**config.mk**
```make
export PLATFORM = sky130hd
export DESIGN_NAME = rvvi_depacketizer
export DESIGN_NICKNAME = d
export VERILOG_FILES = /design/src/rtl/rvvi_depacketizer.sv
export SDC_FILE = /design/constraint.sdc
export NUM_CORES = 2
export LEC_CHECK = 0
export CORE_AREA = 3 3 418 420
export DETAILED_ROUTE_END_ITERATION = 7
export DIE_AREA = 0 0 421 423
export HOLD_SLACK_MARGIN = 0.03
export PLACE_DENSITY = 0.8
export REMOVE_ABC_BUFFERS = 1
export SYNTH_ARGS = -nofsm -noshare
export SYNTH_HDL_FRONTEND = slang
export SYNTH_SLANG_ARGS = --single-unit
```
**constraint.sdc**
```tcl
create_clock -name clk -period 9.63 [get_ports clk]
set_clock_uncertainty 0.05 [all_clocks]
set_input_delay 1.926 -clock clk [delete_from_list [all_inputs] [get_ports clk]]
set_output_delay 1.926 -clock clk [all_outputs]
set_load 0.01 [all_outputs]
```
**src/rtl/rvvi_depacketizer.sv**
```systemverilog
// Receives RVVI trace frames from an Ethernet MAC stream, filters and sequence-checks them,
// holds one decoded record for the host, and returns a short ack frame per consumed record.
module rvvi_depacketizer #(
  parameter int XLEN              = 64,
  parameter int MAX_CSRS          = 5,
  parameter int RVVI_WIDTH        = 128 + 4*XLEN + MAX_CSRS*(XLEN+16),
  parameter int FRAME_COUNT_WIDTH = 64,
  parameter int ETH_HEADER_WIDTH  = 112,
  parameter int PREFIX_PAD        = 16
) (
  input  logic                         clk,
  input  logic                         reset,
  input  logic [31:0]                  RxAxiRdata,
  input  logic [3:0]                   RxAxiRstrb,
  input  logic                         RxAxiRlast,
  input  logic                         RxAxiRvalid,
  output logic [31:0]                  TxAxiWdata,
  output logic [3:0]                   TxAxiWstrb,
  output logic                         TxAxiWlast,
  output logic                         TxAxiWvalid,
  input  logic                         TxAxiWready,
  output logic [RVVI_WIDTH-1:0]        Rvvi,
  output logic [FRAME_COUNT_WIDTH-1:0] FrameCount,
  output logic                         RvviValid,
  input  logic                         RvviReady,
  input  logic [47:0]                  LocalMac,
  input  logic [47:0]                  RemoteMac,
  input  logic [15:0]                  EthType,
  input  logic [31:0]                  InterPacketDelay,
  output logic [15:0]                  DropCount,
  output logic                         Overflow,
  output logic                         SeqError
);
  localparam int FRAME_BITS = ETH_HEADER_WIDTH + PREFIX_PAD + FRAME_COUNT_WIDTH + RVVI_WIDTH;
  localparam int BEATS      = (FRAME_BITS + 31) / 32;
  localparam int REM        = FRAME_BITS % 32;
  localparam logic [3:0] LAST_STRB = (REM == 0) ? 4'hF : 4'hF >> (4 - (REM + 7) / 8);
  localparam int CW         = $clog2(BEATS + 1);
  localparam int FC_LO      = ETH_HEADER_WIDTH + PREFIX_PAD;
  localparam int RVVI_LO    = FC_LO + FRAME_COUNT_WIDTH;
  localparam int ACK_BITS   = 32 + FRAME_COUNT_WIDTH + 16 + 96;
  localparam int ACK_BEATS  = (ACK_BITS + 31) / 32;
  localparam int ACK_W      = ACK_BEATS * 32;
  localparam int ACK_REM    = ACK_BITS % 32;
  localparam logic [3:0] ACK_LAST_STRB = (ACK_REM == 0) ? 4'hF : 4'hF >> (4 - (ACK_REM + 7) / 8);
  localparam int TBW        = $clog2(ACK_BEATS);

  typedef enum logic {RX_RECV, RX_DROP} rx_state_t;
  typedef enum logic {TX_IDLE, TX_SEND} tx_state_t;

  rx_state_t                    r_rx_state;
  tx_state_t                    r_tx_state;
  logic [CW-1:0]                r_cnt;
  logic [(BEATS-1)*32-1:0]      r_beats;
  logic                         r_full;
  logic [RVVI_WIDTH-1:0]        r_rvvi;
  logic [FRAME_COUNT_WIDTH-1:0] r_fc;
  logic [FRAME_COUNT_WIDTH-1:0] r_expected;
  logic                         r_first;
  logic [15:0]                  r_drop_cnt;
  logic                         r_overflow;
  logic                         r_seq_err;
  logic [ACK_W-1:0]             r_ack;
  logic [TBW-1:0]               r_tx_beat;
  logic [31:0]                  r_tx_data;
  logic [3:0]                   r_tx_strb;
  logic                         r_tx_last;
  logic                         r_tx_valid;

  // The final beat is never stored: the frame is judged while it is on the bus.
  logic [BEATS*32-1:0]          w_frame;
  logic                         w_good_len;
  logic                         w_bad_mid;
  logic                         w_match;
  logic                         w_accept;
  logic                         w_drop;
  logic                         w_hs;
  logic [FRAME_COUNT_WIDTH-1:0] w_frame_fc;
  logic [ACK_W-1:0]             w_ack;

  assign w_frame    = {RxAxiRdata, r_beats};
  assign w_frame_fc = w_frame[FC_LO +: FRAME_COUNT_WIDTH];
  assign w_good_len = (r_cnt == CW'(BEATS-1)) && (RxAxiRstrb == LAST_STRB);
  assign w_bad_mid  = (r_cnt >= CW'(BEATS-1)) || (RxAxiRstrb != 4'hF);
  assign w_match    = (w_frame[47:0] == LocalMac) && (w_frame[95:48] == RemoteMac) &&
                      (w_frame[111:96] == EthType);
  assign w_accept   = w_good_len && w_match && !r_full;
  assign w_drop     = RxAxiRvalid && (r_rx_state == RX_RECV) &&
                      (RxAxiRlast ? !w_accept : w_bad_mid);
  assign RvviValid  = r_full && (r_tx_state == TX_IDLE);
  assign w_hs       = RvviValid && RvviReady;
  assign w_ack      = ACK_W'({InterPacketDelay, r_fc, EthType, LocalMac, RemoteMac});

  always_ff @(posedge clk) begin
    if (reset) begin
      r_rx_state <= RX_RECV;
      r_cnt      <= '0;
      r_full     <= 1'b0;
      r_rvvi     <= '0;
      r_fc       <= '0;
      r_expected <= '0;
      r_first    <= 1'b1;
      r_drop_cnt <= '0;
      r_overflow <= 1'b0;
      r_seq_err  <= 1'b0;
    end else begin
      if (w_hs) r_full <= 1'b0;
      if (w_drop && r_drop_cnt != 16'hFFFF) r_drop_cnt <= r_drop_cnt + 16'd1;
      if (RxAxiRvalid) begin
        case (r_rx_state)
          RX_RECV: begin
            if (RxAxiRlast) begin
              r_cnt <= '0;
              if (w_accept) begin
                r_rvvi     <= w_frame[RVVI_LO +: RVVI_WIDTH];
                r_fc       <= w_frame_fc;
                r_full     <= 1'b1;
                r_first    <= 1'b0;
                r_expected <= w_frame_fc + 1'b1;
                if (!r_first && w_frame_fc != r_expected) r_seq_err <= 1'b1;
              end else if (w_good_len && w_match) begin
                r_overflow <= 1'b1;
              end
            end else if (w_bad_mid) begin
              r_rx_state <= RX_DROP;
            end else begin
              r_beats[32*int'(r_cnt) +: 32] <= RxAxiRdata;
              r_cnt <= r_cnt + 1'b1;
            end
          end
          RX_DROP: begin
            if (RxAxiRlast) begin
              r_rx_state <= RX_RECV;
              r_cnt      <= '0;
            end
          end
          default: r_rx_state <= RX_RECV;
        endcase
      end
    end
  end

  // Ack payload is snapshotted at the handshake so config changes cannot tear an in-flight ack.
  always_ff @(posedge clk) begin
    if (reset) begin
      r_tx_state <= TX_IDLE;
      r_ack      <= '0;
      r_tx_beat  <= '0;
      r_tx_data  <= '0;
      r_tx_strb  <= '0;
      r_tx_last  <= 1'b0;
      r_tx_valid <= 1'b0;
    end else begin
      case (r_tx_state)
        TX_IDLE: begin
          if (w_hs) begin
            r_ack      <= w_ack;
            r_tx_state <= TX_SEND;
            r_tx_beat  <= '0;
            r_tx_data  <= w_ack[31:0];
            r_tx_strb  <= 4'hF;
            r_tx_last  <= 1'b0;
            r_tx_valid <= 1'b1;
          end
        end
        TX_SEND: begin
          if (TxAxiWready) begin
            if (r_tx_beat == TBW'(ACK_BEATS-1)) begin
              r_tx_state <= TX_IDLE;
              r_tx_valid <= 1'b0;
              r_tx_last  <= 1'b0;
              r_tx_data  <= '0;
              r_tx_strb  <= '0;
            end else begin
              r_tx_beat <= r_tx_beat + 1'b1;
              r_tx_data <= r_ack[32*(int'(r_tx_beat)+1) +: 32];
              r_tx_strb <= (r_tx_beat == TBW'(ACK_BEATS-2)) ? ACK_LAST_STRB : 4'hF;
              r_tx_last <= (r_tx_beat == TBW'(ACK_BEATS-2));
            end
          end
        end
        default: r_tx_state <= TX_IDLE;
      endcase
    end
  end

  assign Rvvi        = r_rvvi;
  assign FrameCount  = r_fc;
  assign DropCount   = r_drop_cnt;
  assign Overflow    = r_overflow;
  assign SeqError    = r_seq_err;
  assign TxAxiWdata  = r_tx_data;
  assign TxAxiWstrb  = r_tx_strb;
  assign TxAxiWlast  = r_tx_last;
  assign TxAxiWvalid = r_tx_valid;
endmodule

```
# After elaboration in Yosys (flattened, before gate mapping)
# Cells that the tools add are included.
classes:
  addsub: 6
  order_cmp: 1
  n_eq_ne: 16
  shifts: 3
  muxes: 40
  bitwise_logic: 6
  reduce_logical: 24
op_table:
  columns: ["op", "n"]
  rows:
  - ["960-bit bitwise mux", 1]
  - ["32-bit by 33-bit variable shift with 960-bit output, first input constant", 1]
  - ["32-bit by 33-bit indexed part select with 960-bit output", 1]
  - ["224-bit by 10-bit indexed part select with 32-bit output", 1]
  - ["48-bit equality test", 2]
  - ["32-bit 2-to-1 mux", 3]
  - ["64-bit by 1-bit adder with 64-bit output, second input constant", 1]
  - ["64-bit != test", 1]
  - ["32-bit one-hot mux with 2 select lines", 1]
  - ["10-bit negator with 33-bit output", 1]
  - ["1-bit 2-to-1 mux", 18]
  - ["16-bit by 1-bit adder with 16-bit output, second input constant", 1]
  - ["16-bit equality test", 1]
  - ["4-bit 2-to-1 mux", 4]
  - ["16-bit != test, second input constant", 1]
  - ["5-bit 2-to-1 mux", 3]
  - ["5-bit AND reduction", 3]
  - ["1-bit logical AND", 11]
  - ["5-bit one-hot mux with 2 select lines", 1]
  - ["3-bit 2-to-1 mux", 3]
  - ["3-bit AND reduction", 3]
  - ["2-bit != test, second input constant", 4]
  - ["1-bit one-hot mux with 2 select lines", 4]
  - ["4-bit one-hot mux with 2 select lines", 1]
  - ["16 further kinds", 25]
word_totals:
  ff_bits: 2148
  inputBits: 186
  out_inout_bits: 905
  wordCells: 114

# Depth between registers and ports, before layout
depth:
  word_depth: 9
  ltp_mapped: 13
  ltp_nobuf: 9

# Worst setup path before layout
# OpenSTA, ideal clock, no wires.
synth_path:
  path_type: "input port to flip-flop"
  start: "input port RxAxiRstrb[1]"
  end: "register r_beats[576], enable pin"
  setup_ps: 421
  arrival_time_ps: 4627
  required_time_ps: 9159
  setup_slack_ps: 4531
  stages: 8
  path_buffers: 1
  cell_sequence: "and2_0 > o2111ai_1 > or2_2 > clkbuf_1 > nor3_1 > and2_1 > nand2_1 > nor2_1"
synth_between:
  elab_chain_len: 4
synth_lines:
  columns: ["element", "line_no", "rtl"]
  rows:
  - ["start, declared", "14", "input logic [3:0] RxAxiRstrb,"]
  - ["4-bit != test", "84", "assign w_bad_mid = (r_cnt >= CW'(BEATS-1)) || (RxAxiRstrb != 4'hF);"]
  - ["1-bit logical OR", "84", null]
  - ["1-bit NOT (no source line)", null, null]
  - ["5-bit AND reduction (no source line)", null, null]
  - ["end signal, assigned by index", "127", "r_beats[32*int'(r_cnt) +: 32] <= RxAxiRdata;"]
  - ["end, declared", "54", "logic [(BEATS-1)*32-1:0] r_beats;"]
# No other way between the ends.
# A chain may end at the register's enable or synchronous reset.

# Worst setup path in the final report
layout_path:
  start: "input port RemoteMac[21]"
  end: "register r_rvvi[187], in the netlist Rvvi[187]"
layout_between:
  elab_chain_len: 6
layout_lines:
  columns: ["element", "line_no", "rtl"]
  rows:
  - ["start, declared", "27", "input logic [47:0] RemoteMac,"]
  - ["48-bit equality test", "85", "assign w_match = (w_frame[47:0] == LocalMac) && (w_frame[95:48] == RemoteMac) &&"]
  - ["1-bit logical AND (2 in series)", "85", null]
  - ["1-bit logical AND (2 in series)", "87", "assign w_accept = w_good_len && w_match && !r_full;"]
  - ["4-bit AND reduction (no source line)", null, null]
  - ["end signal, assigned", "115", "r_rvvi <= w_frame[RVVI_LO +: RVVI_WIDTH];"]
  - ["end, declared", "56", "logic [RVVI_WIDTH-1:0] r_rvvi;"]
# No other way between the ends.

==> metrics.md <==
| Metric | Value |
|---|---|
| Dpl hpwl | 198000 um |
| Worst Hold Margin | 0.3997 ns |
| Largest net degree at the start of global routing | 238 |
| Final Hold Vio Count | 0 |
| Relative slew slack | 11.67% |
| Tcrit/Tclk final | 59.59% |
| Inst Count DP | 10925 |
| Die height | 423 um |
| Share of post-route cells with drive strength above 1 | 6.239% |
| Post-Synthesis Cell Area | 78880 sq um |
| Post-CTS Setup Inserts | 0 |
| Fin crit period | 5.738 ns |
| Sum Neg Setup Slack | 0 ns |
| Initial antenna violation count | 70 |
| Overall Power | 18090 uW |
| Setup-failing EPs final | 0 |
| Initial Util | 46.03% |
| Htree depth | 4 |
| Remaining antenna violation count | 0 |
| Flops & latches, synth | 2098 |
| Worst Hold Class | flop to flop |
| Crit-path max FO | 97 |
| Hold-fix buffers, CTS | 0 |
| Final cell count without fillers | 11402 |
| CTS clk-pin slew, worst paths | 0.06 ns |
| Worst-case clock buffer depth | 3 |
| Yosys cell types | 58 |
| CTS sink count | 2098 |
| Core area | 171400 sq um |
| CTS buffer count | 206 |
| Startpoint type of the worst setup path | primary input |
| VDD IR max | 192.6 uV |
| Post-synth EDFFs | 944 |
| Critical Path End Type | flop |
| Mapped Cells | 7998 |
| Mean post-synth cell area | 9.862 sq um |
| Critical Path RT | 10.36 ns |
| Num ports | 1091 |
| Worst-Margin Slew | 1.323 ns |
| First-pass GRT wire length | 427600 um |
| Layout Nets | 9018 |
| Vias per inst | 5.695 |
| WS Path Type | primary input to flop |
| GRT overflow | 0 |
| Vias | 64934 |
| Fmax achieved | 174.3 MHz |
| Dominant synthesized flop cell | dfxtp_1 |
| Skew-Pair Late Insertion Delay | 0.91 ns |
| CTS resizes | 0 |
| CTS tree | built |
| Synth warn | 0 |
| PortBufs | 1090 |
| RSZ-0062 raised after global routing | no |
| Pleak | 0.03334 uW |
| Outcome | finished clean |
| Final Max Tran Viols | 0 |
| Total Die Area | 178100 sq um |
| Gr usage total | 32.72% |
| Via count of the first global-routing pass | 62410 |
| Fraction of registers with async set or reset after synthesis | 0% |
| Max_cap viols | 0 |
| DRT iter0 DRCs | 8219 |
| Post-Route WL | 304100 um |
| DRT Pass-1 Iters | 6 |
| Width of the die | 421 um |
| Site Rows | 152 |
| DRC violations left | 0 |
| Pwr dens | 183.2 nW/um^2 |
| Sequential area share after synthesis | 65.23% |
| Area Overhead vs Synth | 25.17% |
| WL/cell | 26.67 um |
| GPL Wtd Cong | 0.9167 |
| Clock root buffer | clkbuf_16 |
| Critical Path AT | 6.47 ns |
## worst max-delay path, stage by stage
cell and delay, ns:
clkdlybuf4s50_1 0.60, xor2_1 0.24, nor4_1 0.40, nand4_1 0.22, or4_1 0.67, nor4_2 0.59, buf_4 0.46, buf_4 0.88
nand2_1 0.19, a21oi_1 0.25
## synthesized netlist by cell type (3+ instances only)
master	n	area share (%)
nand2_1	2427	12
dfxtp_1	1154	29
a21oi_1	1116	7.1
edfxtp_1	944	36
nor2_1	823	3.9
clkbuf_1	362	1.7
and2_1	263	2.1
buf_2	181	1.1
xor2_1	142	1.6
xnor2_1	87	0.97
nor3_1	52	0.33
nand3_1	46	0.29
nor4_1	45	0.36
nand4_1	39	0.31
inv_1	34	0.16
mux4_2	32	0.91
buf_1	26	0.12
nor2b_1	20	0.16
o21ai_0	20	0.13
a211oi_1	19	0.18
a221oi_1	18	0.20
mux2i_1	17	0.22
nand2b_1	16	0.13
a22oi_1	15	0.14
or4_1	13	0.12
and4_1	11	0.12
and3_1	10	0.079
ha_1	9	0.14
o31ai_1	7	0.067
buf_4	5	0.048
mux2_1	4	0.057
o2111ai_1	4	0.044
a2111oi_0	3	0.033
mux2_2	3	0.043
nor3b_1	3	0.029
or3_1	3	0.024
## cell usage in the layout, fill, tap and decap left out, types with 10 or more instances in the layout
cell             netlist  routed
nand2b_1              16      15
nor3_1                52      51
buf_4                  5      95
clkinv_1               1      16
xnor2_1               87      87
clkdlybuf4s50_1        0    1061
nor2_1               823     780
clkbuf_16              0     211
clkinv_2               0      38
diode_2                0      84
buf_2                181      28
and3_1                10      10
nor2b_1               20      20
nand2_1             2427    2420
mux2i_1               17      17
nor4_1                45      42
a22oi_1               15      15
and4_1                11      10
o21ai_0               20      20
bufinv_16              0      18
inv_1                 34      34
mux4_2                32      32
dfxtp_1             1154    1152
and2_1               263     262
a211oi_1              19      19
clkbuf_1             362      54
nand4_1               39      39
a221oi_1              18      18
nand3_1               46      45
xor2_1               142     142
nor2_4                 0      34
edfxtp_1             944     944
a21oi_1             1116    1114
or4_1                 13      12
clkbuf_8               0      34
## power by group
part           internal, uW  switching [uW]
combinational           101             303
sequential             9230            1.68
clock                  4810            3640
total                 14100            3940
## flip-flops by register name (all words and copies together), names as in the netlist, 3 cells and up
name,count
Rvvi,784
r_tx_beat,3
TxAxiWdata,32
r_cnt,5
r_ack,176
r_beats,944
FrameCount,64
r_expected,64
DropCount,16
## cell families (layout without fill, tap and decap cells)
kind of cell / after synthesis / in the layout / synth area share (%)
simple gates: 3778 / 3778 / 19.60
flops: 2098 / 2098 / 65.23
compound gates: 1217 / 1217 / 8.028
buf+inv: 611 / 1621 / 3.230
xor+xnor: 229 / 229 / 2.543
mux: 56 / 56 / 1.229
fa+ha+maj: 9 / 9 / 0.1428
other cells: 0 / 84 / 0
## routing by layer
layer / routed length, um / global-route usage (%) / share of wire (%) / up-vias
li1: - / - / - / 28256
met1: 100700 / 37.03 / 33 / 31285
met2: 141100 / 51.58 / 46 / 4374
met3: 34270 / 9.359 / 11 / 1013
met4: 28050 / 26.86 / 9.2 / 6
met5: 34 / 0 / 0.011 / -
## metrics by stage
step	setup slack, ns	util (%)	instance area (sq um)
global placement	3.156	53.33	91390
floorplan	-59.47	-	76460
global route	3.814	57.56	98630
CTS	3.964	57.50	98520
finish	3.892	57.62	98730
detailed placement	3.090	53.33	91390
## final timing paths
path	from	end	slack (ns)	cells past startpoint
worst max register to register	r_cnt[2]	Rvvi[187]	4.91	8
worst min-delay path	Rvvi[659]	Rvvi[659]	0.40	2
worst min register to register	Rvvi[659]	Rvvi[659]	0.40	2
worst max-delay path	RemoteMac[21]	Rvvi[187]	3.89	10
## final cells by class
| class | count | area (sq um) |
|---|---|---|
| fillers | 13936 | 72620 |
| flip-flops and latches | 2098 | 51450 |
| multi-input cells | 5289 | 25260 |
| repair buffers | 1193 | 11650 |
| clock buffers | 299 | 5951 |
| well taps | 2310 | 2890 |
| clock inverters | 94 | 1185 |
| diodes | 84 | 210.2 |
| inverters | 35 | 131.4 |
(Power assumes the default switching activity.)
